**src/rtl/alu_issue_if.sv**
```systemverilog
// Request and result handshake bundle between the issue stage and its neighbours.
interface alu_issue_if #(
  parameter int unsigned WIDTH = 16,
  parameter int unsigned CNT_W = 8
);
  // Request side
  logic             in_valid;
  logic             in_ready;
  logic [WIDTH-1:0] in_a;
  logic [WIDTH-1:0] in_b;
  logic [2:0]       in_op;

  // Result side
  logic             out_valid;
  logic             out_ready;
  logic [WIDTH-1:0] out_result;
  logic             out_zero;
  logic             out_cout;
  logic             out_overflow;

  // Status towards writeback
  logic             ovf_sticky;
  logic             sticky_clr;
  logic [CNT_W-1:0] op_count;

  // Producer/consumer view: drives requests, accepts results
  modport master (
    output in_valid, in_a, in_b, in_op, out_ready, sticky_clr,
    input  in_ready, out_valid, out_result, out_zero, out_cout, out_overflow,
           ovf_sticky, op_count
  );

  // Issue stage view
  modport slave (
    input  in_valid, in_a, in_b, in_op, out_ready, sticky_clr,
    output in_ready, out_valid, out_result, out_zero, out_cout, out_overflow,
           ovf_sticky, op_count
  );
endinterface

```
**src/rtl/alu_issue_stage.sv**
```systemverilog
// Issue stage for the 16-bit combinational ALU: request FIFO, ALU drive,
// registered result slot, sticky overflow and completed-operation counter.
module alu_issue_stage #(
  parameter int unsigned WIDTH = 16,
  parameter int unsigned DEPTH = 4,
  parameter int unsigned CNT_W = 8
) (
  input  logic             clk,
  input  logic             rst_n,
  alu_issue_if.slave       bus,
  output logic [WIDTH-1:0] alu_a,
  output logic [WIDTH-1:0] alu_b,
  output logic [2:0]       alu_op,
  input  logic [WIDTH-1:0] alu_result,
  input  logic             alu_cout,
  input  logic             alu_overflow,
  input  logic             alu_zero
);

  localparam int unsigned PTR_W = $clog2(DEPTH);
  localparam int unsigned OCC_W = $clog2(DEPTH + 1);

  typedef struct packed {
    logic [2:0]       op;
    logic [WIDTH-1:0] a;
    logic [WIDTH-1:0] b;
  } req_t;

  req_t             mem [DEPTH];
  req_t             head;
  req_t             wr_req;
  logic [PTR_W-1:0] wr_ptr;
  logic [PTR_W-1:0] rd_ptr;
  logic [OCC_W-1:0] occ;
  logic [OCC_W-1:0] occ_next;
  logic             empty;
  logic             full;
  logic             push;
  logic             pop;
  logic             drain;
  logic             ovf_masked;

  logic             in_ready_q;
  logic             out_valid_q;
  logic [WIDTH-1:0] out_result_q;
  logic             out_zero_q;
  logic             out_cout_q;
  logic             out_overflow_q;
  logic             ovf_sticky_q;
  logic [CNT_W-1:0] op_count_q;

  assign empty  = (occ == '0);
  assign full   = (occ == OCC_W'(DEPTH));
  // in_ready is registered as !full of the next occupancy, so a push never lands on a full FIFO
  assign push   = bus.in_valid & in_ready_q;
  // The head leaves the FIFO whenever the output slot is free or being drained this cycle
  assign pop    = ~empty & (~out_valid_q | bus.out_ready);
  assign drain  = out_valid_q & bus.out_ready;
  assign head   = mem[rd_ptr];
  assign wr_req = '{op: bus.in_op, a: bus.in_a, b: bus.in_b};
  // Overflow only means something for ADD (010) and SUB (110)
  assign ovf_masked = alu_overflow & (head.op[1:0] == 2'b10);

  // Next occupancy from push/pop
  always_comb begin
    occ_next = occ;
    case ({push, pop})
      2'b10:   occ_next = occ + OCC_W'(1);
      2'b01:   occ_next = occ - OCC_W'(1);
      default: occ_next = occ;
    endcase
  end

  // FIFO pointers, occupancy and registered in_ready
  always_ff @(posedge clk or negedge rst_n) begin
    if (!rst_n) begin
      wr_ptr     <= '0;
      rd_ptr     <= '0;
      occ        <= '0;
      in_ready_q <= 1'b0;
    end else begin
      if (push) wr_ptr <= wr_ptr + PTR_W'(1);
      if (pop)  rd_ptr <= rd_ptr + PTR_W'(1);
      occ        <= occ_next;
      in_ready_q <= (occ_next != OCC_W'(DEPTH));
    end
  end

  // FIFO storage; contents are meaningless while empty, so no reset
  always_ff @(posedge clk) begin
    if (push) mem[wr_ptr] <= wr_req;
  end

  // Present the head entry to the ALU, or an all-zero AND when idle
  always_comb begin
    alu_a  = '0;
    alu_b  = '0;
    alu_op = 3'b000;
    if (!empty) begin
      alu_a  = head.a;
      alu_b  = head.b;
      alu_op = head.op;
    end
  end

  // Output slot: capture replaces, drain alone clears valid but keeps data
  always_ff @(posedge clk or negedge rst_n) begin
    if (!rst_n) begin
      out_valid_q    <= 1'b0;
      out_result_q   <= '0;
      out_zero_q     <= 1'b0;
      out_cout_q     <= 1'b0;
      out_overflow_q <= 1'b0;
    end else if (pop) begin
      out_valid_q    <= 1'b1;
      out_result_q   <= alu_result;
      out_zero_q     <= alu_zero;
      out_cout_q     <= alu_cout;
      out_overflow_q <= ovf_masked;
    end else if (drain) begin
      out_valid_q    <= 1'b0;
    end
  end

  // Sticky overflow (set beats clear) and accepted-result counter
  always_ff @(posedge clk or negedge rst_n) begin
    if (!rst_n) begin
      ovf_sticky_q <= 1'b0;
      op_count_q   <= '0;
    end else begin
      if (pop && ovf_masked) begin
        ovf_sticky_q <= 1'b1;
      end else if (bus.sticky_clr) begin
        ovf_sticky_q <= 1'b0;
      end
      if (drain) op_count_q <= op_count_q + CNT_W'(1);
    end
  end

  assign bus.in_ready     = in_ready_q;
  assign bus.out_valid    = out_valid_q;
  assign bus.out_result   = out_result_q;
  assign bus.out_zero     = out_zero_q;
  assign bus.out_cout     = out_cout_q;
  assign bus.out_overflow = out_overflow_q;
  assign bus.ovf_sticky   = ovf_sticky_q;
  assign bus.op_count     = op_count_q;

  // Occupancy never exceeds the FIFO depth
  a_occ_bound: assert property (@(posedge clk) disable iff (!rst_n)
    occ <= OCC_W'(DEPTH));

  // A held result stays put until the consumer takes it
  a_hold_stable: assert property (@(posedge clk) disable iff (!rst_n)
    (out_valid_q && !bus.out_ready) |=> (out_valid_q && $stable(out_result_q)));

endmodule

```
**src/flat_wrapper.sv**
```systemverilog
// flat-port wrapper written by rule: the top's interface ports become plain ports
module alu_issue_stage_flat 
#(
  parameter int unsigned WIDTH = 16,
  parameter int unsigned DEPTH = 4,
  parameter int unsigned CNT_W = 8
)
  (clk, rst_n, alu_a, alu_b, alu_op, alu_result, alu_cout, alu_overflow, alu_zero, bus_in_valid, bus_in_a, bus_in_b, bus_in_op, bus_out_ready, bus_sticky_clr, bus_in_ready, bus_out_valid, bus_out_result, bus_out_zero, bus_out_cout, bus_out_overflow, bus_ovf_sticky, bus_op_count);
  alu_issue_if #(.WIDTH(WIDTH), .CNT_W(CNT_W)) bus_i ();
  input  logic clk;
  input  logic rst_n;
  output logic [WIDTH-1:0] alu_a;
  output logic [WIDTH-1:0] alu_b;
  output logic [2:0] alu_op;
  input  logic [WIDTH-1:0] alu_result;
  input  logic alu_cout;
  input  logic alu_overflow;
  input  logic alu_zero;
  input wire logic [$bits(bus_i.in_valid)-1:0] bus_in_valid;
  input wire logic [$bits(bus_i.in_a)-1:0] bus_in_a;
  input wire logic [$bits(bus_i.in_b)-1:0] bus_in_b;
  input wire logic [$bits(bus_i.in_op)-1:0] bus_in_op;
  input wire logic [$bits(bus_i.out_ready)-1:0] bus_out_ready;
  input wire logic [$bits(bus_i.sticky_clr)-1:0] bus_sticky_clr;
  output wire logic [$bits(bus_i.in_ready)-1:0] bus_in_ready;
  output wire logic [$bits(bus_i.out_valid)-1:0] bus_out_valid;
  output wire logic [$bits(bus_i.out_result)-1:0] bus_out_result;
  output wire logic [$bits(bus_i.out_zero)-1:0] bus_out_zero;
  output wire logic [$bits(bus_i.out_cout)-1:0] bus_out_cout;
  output wire logic [$bits(bus_i.out_overflow)-1:0] bus_out_overflow;
  output wire logic [$bits(bus_i.ovf_sticky)-1:0] bus_ovf_sticky;
  output wire logic [$bits(bus_i.op_count)-1:0] bus_op_count;
  assign bus_i.in_valid = bus_in_valid;
  assign bus_i.in_a = bus_in_a;
  assign bus_i.in_b = bus_in_b;
  assign bus_i.in_op = bus_in_op;
  assign bus_i.out_ready = bus_out_ready;
  assign bus_i.sticky_clr = bus_sticky_clr;
  assign bus_in_ready = bus_i.in_ready;
  assign bus_out_valid = bus_i.out_valid;
  assign bus_out_result = bus_i.out_result;
  assign bus_out_zero = bus_i.out_zero;
  assign bus_out_cout = bus_i.out_cout;
  assign bus_out_overflow = bus_i.out_overflow;
  assign bus_ovf_sticky = bus_i.ovf_sticky;
  assign bus_op_count = bus_i.op_count;
  alu_issue_stage #(.WIDTH(WIDTH), .DEPTH(DEPTH), .CNT_W(CNT_W)) u_core (.clk(clk), .rst_n(rst_n), .bus(bus_i), .alu_a(alu_a), .alu_b(alu_b), .alu_op(alu_op), .alu_result(alu_result), .alu_cout(alu_cout), .alu_overflow(alu_overflow), .alu_zero(alu_zero));
endmodule
```
**config.mk**
```make
export PLATFORM = sky130hd
export DESIGN_NAME = alu_issue_stage_flat
export DESIGN_NICKNAME = d
export VERILOG_FILES = /design/src/rtl/alu_issue_if.sv /design/src/rtl/alu_issue_stage.sv /design/src/flat_wrapper.sv
export SDC_FILE = /design/constraint.sdc
export NUM_CORES = 1
export LEC_CHECK = 0
export BUFFER_PORTS_ARGS = -buffer_cell sky130_fd_sc_hd__buf_4
export CORE_MARGIN = 5
export CORE_UTILIZATION = 50
export CTS_CLUSTER_SIZE = 8
export DETAILED_ROUTE_END_ITERATION = 6
export PLACE_DENSITY = 0.76
export REMOVE_ABC_BUFFERS = 1
export SLEW_MARGIN = 25
export SYNTH_ARGS = -nofsm -noshare
export SYNTH_HDL_FRONTEND = slang
export SYNTH_SLANG_ARGS = --single-unit
```
**constraint.sdc**
```tcl
create_clock -name clk -period 2.48 [get_ports clk]
set_input_delay 0 -clock clk [delete_from_list [all_inputs] [get_ports clk]]
set_output_delay 0 -clock clk [all_outputs]
set_load 0.02 [all_outputs]
```
# [After elaboration in Yosys (flattened, before gate mapping)]
# Memories as Yosys holds them, arrays and structs flattened.
# Index checks and enable logic that the tools add are counted.
[totals] wordCells=42 ram_bits=140 output_inout_bits=65 memories=1 input_bits=59 ff_bits=37
[classes] n_addsub=5 mux=10 reduce_logical=4 bitwise_logic=7 eq_ne=4
[memory_table] name="u_core.mem" words=4 width=35 read_ports=1 rd_ports_with_merged_regs=0 write_ports=1 line="alu_issue_stage.sv:29" rtl="req_t mem [DEPTH];"
[ops] cell="2-to-1 mux 16 bit" count=2
[ops] cell="adder 8 x 1 -> 8 bit, second input constant" count=1
[ops] cell="2-to-1 mux 1 bit" count=6
[ops] cell="one-hot mux 3 bit (2 select lines)" count=1
[ops] cell="adder 2 x 1 -> 2 bit, second input constant" count=2
[ops] cell="bitwise AND 1 bit" count=4
[ops] cell="equality test 2 bit, second input constant" count=2
[ops] cell="nonzero test 2 bit" count=2
[ops] cell="adder 3 x 1 -> 3 bit, second input constant" count=1
[ops] cell="logical NOT 3 bit" count=1
[ops] cell="2-to-1 mux 3 bit" count=1
[ops] cell="inequality test 3 bit, second input constant" count=1
[ops] cell="subtractor 3 x 1 -> 3 bit, second input constant" count=1
[ops] cell="equality test 2 x 1 -> 1 bit, second input constant" count=1
[ops] cell="inverter 1 bit" count=2
[ops] cell="logical AND 1 bit" count=1
[ops] cell="bitwise OR 1 bit" count=1

# [Logic depth before layout (Yosys ltp)]
[depth] ltp_word=6 depth_mapped=10 mapped_depth_nobuf=9

# [Worst setup path before layout]
# OpenSTA, ideal clock, no wires.
[synth_path] kind="register -> register" startpoint="reg u_core.out_valid_q (netlist: u_core.bus.out_valid)" endpoint="reg u_core.in_ready_q (netlist: u_core.bus.in_ready)" period_less_slack_ns=2.382 arrival_time_ns=2.258 setup_ns=0.124 path_stages_with_launch=11 path_slack_ns=0.098 n_path_buf=1 t_required_ns=2.356 path_cell_list="dfrtp_1 nand2b_1 nand2b_2 inv_2 buf_4 ha_1 inv_1 fa_1 xor2_1 or3_1 a211o_1"
[synth_between] elab_chain_cells=6 word_cells_on_any_way=7 cone_classes="eq/ne (3); mux (1); bitwise (3)"
[synth_rtl] item="from (decl)" line="alu_issue_stage.sv:44" rtl="logic out_valid_q;"
[synth_rtl] item="from (signal assigned)" line="alu_issue_stage.sv:109" rtl="out_valid_q <= 1'b0;"
[synth_rtl] item="from (signal assigned)" line="alu_issue_stage.sv:115" rtl="out_valid_q <= 1'b1;"
[synth_rtl] item="from (signal assigned)" line="alu_issue_stage.sv:121" rtl="out_valid_q <= 1'b0;"
[synth_rtl] item="inverter 1 bit (*)" line="alu_issue_stage.sv:57" rtl="assign pop = ~empty & (~out_valid_q | bus.out_ready);"
[synth_rtl] item="bitwise OR 1 bit (*)" line="alu_issue_stage.sv:57"
[synth_rtl] item="bitwise AND 1 bit (*)" line="alu_issue_stage.sv:57"
[synth_rtl] item="via u_core.pop" line="alu_issue_stage.sv:39" rtl="logic pop;"
[synth_rtl] item="equality test 2 x 1 -> 1 bit or equality test 2 bit (tied branches)" line="alu_issue_stage.sv:67" rtl="case ({push, pop})"
[synth_rtl] item="one-hot mux 3 bit (2 select lines) (*)" line="alu_issue_stage.sv:67"
[synth_rtl] item="inequality test 3 bit (*)" line="alu_issue_stage.sv:85" rtl="in_ready_q <= (occ_next != OCC_W'(DEPTH));"
[synth_rtl] item="to (signal assigned)" line="alu_issue_stage.sv:85"
[synth_rtl] item="to (decl)" line="alu_issue_stage.sv:43" rtl="logic in_ready_q;"
# Mark *: on every way through the listed nets, which the timed path passes. The rest lies on a longest branch.
# A chain may end at the register's enable or synchronous reset.

# [Final worst setup path]
[layout_path] startpoint="reg u_core.occ[0]" endpoint="reg u_core.in_ready_q (netlist: u_core.bus.in_ready)"
[layout_between] elab_chain_cells=6 word_cells_on_any_way=9 cone_classes="add/sub (2); eq/ne (3); mux (1); bitwise (2); reduce/logical (1)"
[layout_rtl] item="from (decl)" line="alu_issue_stage.sv:34" rtl="logic [OCC_W-1:0] occ;"
[layout_rtl] item="from (signal assigned)" line="alu_issue_stage.sv:84" rtl="occ <= occ_next;"
[layout_rtl] item="logical NOT 3 bit" line="alu_issue_stage.sv:52" rtl="assign empty = (occ == '0);"
[layout_rtl] item="inverter 1 bit" line="alu_issue_stage.sv:57"
[layout_rtl] item="bitwise AND 1 bit" line="alu_issue_stage.sv:57"
[layout_rtl] item="equality test 2 x 1 -> 1 bit or equality test 2 bit (tied branches)" line="alu_issue_stage.sv:67"
[layout_rtl] item="one-hot mux 3 bit (2 select lines) (*)" line="alu_issue_stage.sv:67"
[layout_rtl] item="inequality test 3 bit (*)" line="alu_issue_stage.sv:85"
# Every way passes the cells marked *; elsewhere a longest branch is shown, timed or not.

==> results by group <==
Worst setup path
  – Largest fanout on the critical path: 3
  – Data required, critical path: 2.78 ns
  – Crit path buffers/inverters: 2
  – Critical path class: flop to flop
  – Cell family with the largest share of critical-path delay: simple AND/OR/NAND/NOR gates
  – Kind of end point of the critical path: flop
  – Slowest stage cell, crit path: sky130_fd_sc_hd__dfrtp_1
  – Critical path data arrival time: 2.59 ns
  – Delay of the slowest cell on the worst path: 0.44 ns
  – Crit start category: flop
  – Crit-path cells: nor3_4 -> nand2b_2 -> inv_2 -> ha_1 -> inv_1 -> fa_1 -> xor2_1 -> or3_1 -> a211o_1

CTS
  – Cells resized by post-CTS repair: 0
  – CTS Sinks: 177
  – Later-pin clock latency in the skew report: 0.42 ns
  – Clock buffer depth: 2
  – Setup Fix Bufs, Post-CTS: 0
  – Reg clk slew, reported paths: 0.06 ns
  – Count of hold-fix buffers inserted at cts: 59
  – H-tree Lvls: 4
  – Total CTS buffers: 17
  – Buffer cell driving the clock tree root: sky130_fd_sc_hd__clkbuf_16
  – Clock tree from TritonCTS: yes

Finish
  – Multi-input gate area in the final layout: 0.00165 mm^2
  – Fill cell total of the finished layout: 874
  – Total number of nets in the final design: 598
  – Area growth syn-to-layout: 34.0%
  – Ratio of cells with drive above 1 in the final layout: 41.3%
  – Storage element area: 0.00513 mm^2
  – Final cell area excluding filler cells: 0.00924 mm^2

Synth
  – Number of synthesized flops with an enable pin: 140
  – Dominant register cell in the synthesized netlist: sky130_fd_sc_hd__edfxtp_1
  – Share of synthesized registers carrying an async set or reset: 20.9%
  – Share of the yosys chip area belonging to registers: 74.4%
  – Post-synthesis xor/xnor area fraction: 1.52%
  – Post-Syn Area per Cell: 20.5 um^2
  – Synthesized-area fraction occupied by ao, oa, aoi and oai cells: 0.381%
  – Largest family of logic cells by synthesized area: multiplexers
  – Synth Cell Area: 0.00690 mm^2
  – Total of flip-flops plus latches after synthesis: 177
  – Arithmetic-cell share of the synthesized area counting full adders, half adders and majority gates: 1.38%
  – Number of warnings reported in the yosys synthesis log: 0
  – Fraction of the mapped netlist area in simple logic gates: 5.30%
  – Multiplexer share of the synthesized area: 15.2%
  – Cell count after synthesis: 336
  – Unique masters post-synth: 31

Timing
  – Hold Vio Cnt, Final: 0
  – Achievable clock frequency: 0.438 GHz
  – Final critical-path setup slack: 0.195 ns
  – Transition time at the pin with the least slew margin: 0.578 ns
  – Final Cycle Share: 92.1%
  – Clock period minus worst slack: 2.29 ns
  – Final-report max-slew violation count: 0
  – Setup repair after global routing missed its margin: no
  – Final Setup Violations: 0
  – Normalized max-slew margin: 61.5%
  – Worst Skew: 0.00752 ns

Global route
  – Grt met3 use: 6.44%
  – Overflow left after global routing: 0
  – Global-route wire length before repair: 21,700 um
  – GRT Max-Usage Layer: met2
  – Global routing usage on met2: 29.6%
  – Largest net degree at the start of global routing: 38
  – Via count of the first global-routing pass: 4,021
  – Met1 Track Usage GR: 22.0%
  – Total global routing track utilization: 17.7%
  – Antenna violations before repair: 1

Route
  – Routed WL per cell: 18.9 um
  – First DRT Iteration DRCs: 139
  – Total wire length after detailed routing: 13,700 um
  – ANT nets after route: 0
  – Number of vias per cell after detailed routing: 5.19
  – Via count: 3,770
  – Remaining DRCs: 0
  – First-pass iteration count of the detailed router: 4

Flow run
  – Max Cap Violations: 0

Floorplan
  – Initial Util: 50.3%
  – Top-Level Pins: 124
  – Core ar.: 0.0137 mm^2
  – Die Outline Area: 0.0162 mm^2
  – Horizontal die dimension: 127 um
  – Die boundary height: 127 um
  – Std cell rows: 43

Pwr
  – Power per standard cell area: 1240 mW/mm^2
  – Leakage power of the design: 3.51 nW
  – Largest vdd supply drop: 0.679 mV

Hold path
  – Path type of the worst min-delay path: input port to async pin

Run status
  – Outcome: completed

Placed design
  – Worst slack, placed: 0.220 ns
  – Placed cell area: 0.00807 mm^2
  – HPWL after detailed placement: 8130 um
  – Placer Congestion: 0.749
  – Total of buffers placed on input and output ports: 123
-- sequential cells by signal, summed over array words and instances, names as in the netlist --
name	cells
u_core.occ	3
u_core.rd_ptr	2
u_core.wr_ptr	2
u_core.mem	140
u_core.bus.in_ready	1
u_core.bus.ovf_sticky	1
u_core.bus.out_overflow	1
u_core.bus.out_cout	1
u_core.bus.out_zero	1
u_core.bus.out_valid	1
u_core.bus.op_count	8
u_core.bus.out_result	16
-- per-layer routing --
metal | up-vias | wire length, um
li1 | 1700 | -
met1 | 1916 | 5600
met2 | 141 | 6880
met3 | 13 | 1110
met4 | 0 | 152
met5 | - | 0
-- where the power goes --
| part | internal [mW] | leakage, nW | switching [mW] |
|---|---|---|---|
| Combinational | 2.18 | 1.51 | 2.33 |
| Clock | 1.58 | 0.280 | 1.03 |
| Sequential | 3.96 | 1.72 | 0.421 |
-- worst paths after layout --
check	depth (start not counted)	end	start	slack [ns]
worst max-delay path	9	u_core.bus.in_ready	u_core.occ[0]	0.19
worst min-delay path	2	u_core.bus.out_result[9]	rst_n	0.1
worst max register to register	9	u_core.bus.in_ready	u_core.occ[0]	0.19
worst min register to register	1	u_core.bus.op_count[7]	u_core.bus.op_count[7]	0.48
max in group asynchronous	2	u_core.rd_ptr[1]	rst_n	2.05
min in group clk	2	u_core.mem[3][15]	bus_in_b[15]	0.31
-- cells in the mapped netlist (all sizes together), types with 2 or more instances --
cell,number,area share [%]
edfxtp,140,61
dfrtp,37,13
mux4,35,11
nor2b,35,3.2
mux2,20,3.3
buf,12,1.3
xnor2,10,1.3
inv,8,0.44
and3,6,0.54
ha,6,1.1
nand2,5,0.27
nand4,4,0.36
clkbuf,3,0.16
mux2i,2,0.47
nand2b,2,0.22
nand3b,2,0.40
xor2,2,0.25
-- final cells by class --
type                            count  area share (%)
Clock buffer                       21            4.76
Antenna cell                        1          0.0271
Tap cell                          180            2.44
Inverter                            8           0.325
Timing Repair Buffer              192            17.6
Sequential cell                   177            55.5
Clock inverter                     11            1.49
Multi-Input combinational cell    136            17.8
-- kinds of logic (layout without fill, tap and decap cells) --
kind of cell / after synthesis / count (layout)
simple gates: 57 / 57
flops: 177 / 177
xor+xnor: 12 / 12
fa+ha+maj: 7 / 7
mux: 57 / 57
compound gates: 3 / 3
buf+inv: 23 / 232
other cells: 0 / 1
-- metrics by stage --
| step | TNS [ns] | power [mW] | instances | hold slack [ns] | util [%] |
|---|---|---|---|---|---|
| floorplan | -2.14 | 7.01 | 321 | -0.296 | - |
| global placement | 0 | 8.80 | 634 | -0.0238 | 58.8 |
| detailed placement | 0 | 8.90 | 634 | -0.0180 | 58.8 |
| CTS | 0 | 11.6 | 725 | 0.0765 | 67.4 |
| global route | 0 | 12.1 | 726 | 0.126 | 67.4 |
| finish | 0 | 11.5 | 726 | 0.0952 | 67.4 |
-- layout by cell type (no fill, tap or decap), types with 2 or more instances in the layout --
cell / instances
sky130_fd_sc_hd__edfxtp_1: 140
sky130_fd_sc_hd__buf_4: 130
sky130_fd_sc_hd__dlygate4sd3_1: 59
sky130_fd_sc_hd__mux4_2: 35
sky130_fd_sc_hd__nor2b_1: 35
sky130_fd_sc_hd__dfrtp_1: 35
sky130_fd_sc_hd__mux2_2: 19
sky130_fd_sc_hd__clkbuf_16: 17
sky130_fd_sc_hd__xnor2_1: 10
sky130_fd_sc_hd__inv_1: 7
sky130_fd_sc_hd__ha_1: 6
sky130_fd_sc_hd__nand2_1: 5
sky130_fd_sc_hd__and3_2: 4
sky130_fd_sc_hd__nand4_1: 4
sky130_fd_sc_hd__clkbuf_1: 4
sky130_fd_sc_hd__clkinv_2: 3
sky130_fd_sc_hd__bufinv_16: 3
sky130_fd_sc_hd__buf_12: 3
sky130_fd_sc_hd__xor2_1: 2
sky130_fd_sc_hd__and3_1: 2
sky130_fd_sc_hd__clkinv_1: 2
sky130_fd_sc_hd__dfrtp_2: 2
No activity file was read; power rests on OpenSTA's default activity.
